## src/rtl/ldlt_seq_ctrl.sv

```systemverilog
// Micro-operation sequencer for the fixed-point LDL^T factorization datapath.
// Walks the matrix column by column and hands INIT/ACC/DIAG/OFF ops to the MAC/divider over valid/ready.
module ldlt_seq_ctrl #(
    parameter  int unsigned WORD_LEN = 14,
    parameter  int unsigned NODE_NUM = 1,
    localparam int unsigned IDX_W    = ($clog2(6 * NODE_NUM) > 1) ? $clog2(6 * NODE_NUM) : 1
) (
    input  logic             clk,
    input  logic             rst_n,
    input  logic             i_start,
    output logic             o_busy,
    output logic             o_valid,
    output logic             o_op_valid,
    input  logic             i_op_ready,
    output logic [1:0]       o_op_type,
    output logic [IDX_W-1:0] o_i,
    output logic [IDX_W-1:0] o_j,
    output logic [IDX_W-1:0] o_k
);

    // WORD_LEN only sizes the datapath words; it has no effect on sequencing.
    localparam int unsigned N = 6 * NODE_NUM + 0 * WORD_LEN;
    localparam logic [IDX_W-1:0] LAST = IDX_W'(N - 1);

    localparam logic [2:0] S_IDLE = 3'd0;
    localparam logic [2:0] S_INIT = 3'd1;
    localparam logic [2:0] S_ACC  = 3'd2;
    localparam logic [2:0] S_FIN  = 3'd3;
    localparam logic [2:0] S_DONE = 3'd4;

    localparam logic [1:0] OP_INIT = 2'b00;
    localparam logic [1:0] OP_ACC  = 2'b01;
    localparam logic [1:0] OP_DIAG = 2'b10;
    localparam logic [1:0] OP_OFF  = 2'b11;

    logic [2:0]       state;
    logic [2:0]       state_nxt;
    logic [IDX_W-1:0] k_q;
    logic [IDX_W-1:0] i_nxt;
    logic [IDX_W-1:0] j_nxt;
    logic [IDX_W-1:0] k_nxt;
    logic [1:0]       type_nxt;
    logic             op_valid_nxt;
    logic             xfer;

    // Next-state and next-index logic; o_i/o_j double as the row/column counters.
    always_comb begin
        state_nxt    = state;
        i_nxt        = o_i;
        j_nxt        = o_j;
        k_nxt        = k_q;
        type_nxt     = o_op_type;
        op_valid_nxt = 1'b0;
        xfer         = o_op_valid && i_op_ready;

        case (state)
            S_IDLE: begin
                if (i_start) begin
                    state_nxt = S_INIT;
                    i_nxt     = '0;
                    j_nxt     = '0;
                    k_nxt     = '0;
                end
            end
            S_INIT: begin
                if (xfer) begin
                    k_nxt     = '0;
                    state_nxt = (o_j != '0) ? S_ACC : S_FIN;
                end
            end
            S_ACC: begin
                if (xfer) begin
                    if (k_q == o_j - IDX_W'(1)) begin
                        state_nxt = S_FIN;
                    end else begin
                        k_nxt = k_q + IDX_W'(1);
                    end
                end
            end
            S_FIN: begin
                if (xfer) begin
                    k_nxt = '0;
                    if (o_i != LAST) begin
                        i_nxt     = o_i + IDX_W'(1);
                        state_nxt = S_INIT;
                    end else if (o_j != LAST) begin
                        // next column restarts on its diagonal element
                        j_nxt     = o_j + IDX_W'(1);
                        i_nxt     = o_j + IDX_W'(1);
                        state_nxt = S_INIT;
                    end else begin
                        state_nxt = S_DONE;
                    end
                end
            end
            S_DONE: begin
                state_nxt = S_IDLE;
            end
            default: begin
                state_nxt = S_IDLE;
            end
        endcase

        case (state_nxt)
            S_INIT: begin
                type_nxt     = OP_INIT;
                op_valid_nxt = 1'b1;
            end
            S_ACC: begin
                type_nxt     = OP_ACC;
                op_valid_nxt = 1'b1;
            end
            S_FIN: begin
                type_nxt     = (i_nxt == j_nxt) ? OP_DIAG : OP_OFF;
                op_valid_nxt = 1'b1;
            end
            default: begin
                type_nxt     = o_op_type;
                op_valid_nxt = 1'b0;
            end
        endcase
    end

    // State, counters and registered outputs.
    always_ff @(posedge clk or negedge rst_n) begin
        if (!rst_n) begin
            state      <= S_IDLE;
            k_q        <= '0;
            o_i        <= '0;
            o_j        <= '0;
            o_k        <= '0;
            o_op_type  <= OP_INIT;
            o_op_valid <= 1'b0;
            o_busy     <= 1'b0;
            o_valid    <= 1'b0;
        end else begin
            state      <= state_nxt;
            k_q        <= k_nxt;
            o_i        <= i_nxt;
            o_j        <= j_nxt;
            o_k        <= (state_nxt == S_ACC) ? k_nxt : '0;
            o_op_type  <= type_nxt;
            o_op_valid <= op_valid_nxt;
            o_busy     <= op_valid_nxt;
            o_valid    <= (state_nxt == S_DONE);
        end
    end

endmodule

```

## config.mk

```make
export PLATFORM = sky130hd
export DESIGN_NAME = ldlt_seq_ctrl
export DESIGN_NICKNAME = d
export VERILOG_FILES = /design/src/rtl/ldlt_seq_ctrl.sv
export SDC_FILE = /design/constraint.sdc
export NUM_CORES = 1
export LEC_CHECK = 0
export ABC_CLOCK_PERIOD_IN_PS = 1900
export BUFFER_PORTS_ARGS = -buffer_cell sky130_fd_sc_hd__buf_2
export CAP_MARGIN = 20
export CORE_MARGIN = 1
export CORE_UTILIZATION = 50
export DETAILED_ROUTE_END_ITERATION = 8
export GPL_TIMING_DRIVEN = 0
export PLACE_DENSITY = 0.74
export SYNTH_ARGS = -nofsm -noshare
export SYNTH_HDL_FRONTEND = slang
export SYNTH_SLANG_ARGS = --single-unit
```

## constraint.sdc

```tcl
create_clock -name clk -period 1.9 [get_ports clk]
set_input_delay 0.57 -clock clk [delete_from_list [all_inputs] [get_ports clk]]
set_output_delay 0.57 -clock clk [all_outputs]
set_load 0.01 [all_outputs]
```

==> results.md <==
* Status: finished with violations
* Violated checks: setup timing
* Clock root buffer: clkbuf_4
* Hold WS at 0.1823 ns
* Max-cap violations at 0
* Vias at between 1000 and 1500
* Area leader, netlist: dfrtp_1
* DRC at 0
* IO Pins at 18
* Setup crit start kind: register
* EDFF count, synth at 0
* Worst-path maximum fanout at 3
* H-tree Lvls at 1
* Final WS setup at -0.03928 ns
* Fraction of layout cells with a size suffix above 1 at about 47%
* Worst-Skew Late Latency at 0.30 ns
* Final HPWL DP at 1.967 mm
* Finished layout cell area at 1622 µm²
* Post-synth top area share at 39.34%
* Largest net degree at the start of global routing at 20
* CTS tree: yes
* RSZ-0062 raised after global routing: true
* Final Slew Violations at 0
* Die ar. at 2618 µm²
* Total Wirelength at 3.178 mm
* Final cycle utilization of the critical path at 102.1%
* Synth Area in XOR/XNOR at 6.315%
* Tightest Hold Check Type: input port to asynchronous set/reset pin
* Die W at 51.17 µm
* Post-synthesis mux area share at 0%
* Drt wl/cell at between 15 and 20 µm
* RePlAce Congestion at between 0.8 and 0.9
* Most common cell after layout, fill and taps aside: buf_2
* Max frequency at 515.7 MHz
* Worst slack, placed at -0.2112 ns
* Length of the first detailed-routing pass in iterations at 5
* First DRT Iteration DRCs at 46
* Rows at 17
* First-pass GRT wire length at 4.947 mm
* # setup viols final at 1
* Area Growth Syn to Fin at 34.16%
* Nets at 169
* Adder-cell share of the synthesized area at 7.246%
* Clk sinks at 19
* Main flop type after synthesis: dfrtp_1
* Simple-gate share of the synthesized area at around a fifth
* Initial Utilization at between 50% and 60%
* Vias in the first global route at 1042
* Placed cell area at 1341 µm²
* Core area at 2255 µm²
* Largest family of logic cells by synthesized area: compound AO/OA/AOI/OAI gates
* FILL cells at 164
* Post-synth ARST share at 100.0%
* Post-CTS Hold Buffers at 0
* Initial antenna violation count at 0
* TritonCTS Buffers at 3
* Layout Cells excl Fill at 185
* Post-Place Cells at 166
* Relative slew margins at a little under three quarters
* Post-Syn Area at 1209 µm²
* ANT nets after route at 0
* Power Density at 1566 nW/µm²
* Vias/cell at 6.065
* VDD IR max at roughly 0.001 V
* Crit path kind: register to register
* Crit path time final at 1.939 ns
* Clock Skews at 0.003051 ns
* Tightest Pin Transition at 0.4304 ns
* Mapped Cells at 121
* Hold Vio Cnt, Final at 0
* Synth unique cells at 47
* Crit path DAT at around 2.1 ns
* Antenna cells at 0
* Syn Nets at 132
* Clock Pin Slew Worst Setup and Hold Paths at 0.11 ns
* Top post-synthesis cells by area: dfrtp_1, ha_1, a21oi_1
* Mean area per synthesized cell at 9.989 µm²
* Seq/Total Area, Yosys at 39.34%
* Synthesis Warnings at 0
* Leakage at ~0.76 nW
* GRT Total Usage at 26.14%
* Required @ worst endpoint at 2.10 ns
* CP Capture Type: register
* Synth Area in Compound Gates at 21.84%
* IO buf count at 17
* Clk buf depth at 2
* Commonest non-fill, non-tap cells in the layout: buf_2, buf_4, dfrtp_1, nand2_1, a21oi_1
* GRT overflow at 0
* Die height at 51.17 µm
* Seq cells post-synth at 19
[timing repair]
action	in CTS	in global routing
resized for setup	11	18
endpoints found under the setup margin	6	5
pin swaps	4	7
buffers inserted	10	7
[worst max-delay path: stages, from the launching register on]
cell and delay (ns):
dfrtp_1 0.43, buf_4 0.14, buf_4 0.13, ha_1 0.21, nand3b_1 0.11, o2111a_1 0.20
a21oi_1 0.07, o22ai_2 0.27, xnor2_1 0.16, a31oi_1 0.10
[synth_stat cells (2+ instances only)]
cell type	instances
a211o_1	2
a21oi_1	9
a31oi_1	3
buf_2	3
buf_4	3
dfrtp_1	19
ha_1	7
inv_1	7
nand2_1	9
nand3_1	4
nor2_1	5
nor2b_1	2
nor3_1	3
o211ai_1	3
o21ai_0	2
o21ai_1	4
o22ai_1	2
xnor2_1	2
xor2_1	4
[stage by stage]
stage	power (W)	util, %	TNS, ns
after detailed placement	0.001826	59.49	-1.074
after floorplan	0.001520	-	0
after global routing	0.002719	71.92	-0.1343
final	0.002540	71.92	-0.03928
after global placement	0.001781	59.49	-0.6647
after CTS	0.002233	66.43	-0.01214
[area by class of cell]
class / count / area (µm²) / share of cell area [%]
sequential: 19 / 479.2 / 29.55
clock inverter: 1 / 5.005 / 0.3086
multi-input combinational: 88 / 795.8 / 49.07
clock buffer: 3 / 22.52 / 1.389
tap: 28 / 35.03 / 2.160
inverter: 7 / 31.28 / 1.929
timing repair buffer: 34 / 220.2 / 13.58
buffer: 5 / 32.53 / 2.006
[sequential cells by signal, summed over array words and instances (netlist names)]
name        count
o_valid         1
o_i             3
o_j             3
state           3
o_op_valid      1
o_op_type       2
o_k             3
k_q             3
[report_power, final]
part	internal (W)	total (W)	switching (W)
Combinational	0.000774	0.00169	0.000916
Sequential	0.000523	0.000637	0.000113
Clock	0.0000786	0.000213	0.000135
Total	0.00138	0.00254	0.00116
[path summary, 6_finish.rpt]
check	startpoint	endpoint	slack (ns)	cells after the start
max in group asynchronous	rst_n	o_j[0]	1.39	1
min in group clk	o_op_type[1]	o_op_type[1]	0.52	2
hold / removal	rst_n	o_k[2]	0.18	1
setup / recovery	o_j[1]	o_op_type[0]	-0.04	9
hold reg to reg	o_op_type[1]	o_op_type[1]	0.52	2
setup reg to reg	o_j[1]	o_op_type[0]	-0.04	9
[routing by layer]
| layer | track usage (%) | share of wire [%] | vias up |
|---|---|---|---|
| li1 | - | - | 514 |
| met1 | 34.22 | 43 | 530 |
| met2 | 44.74 | 48 | 64 |
| met3 | 3.869 | 7.0 | 14 |
| met4 | 6.944 | 2.5 | 0 |
| met5 | 0 | 0 | - |
[kinds of logic after synthesis]
group	Yosys count
flops	19
xor+xnor	7
fa+ha+maj	7
buf+inv	14
simple gates	39
compound gates	35
Note: power is estimated with default switching activity, not from simulation.
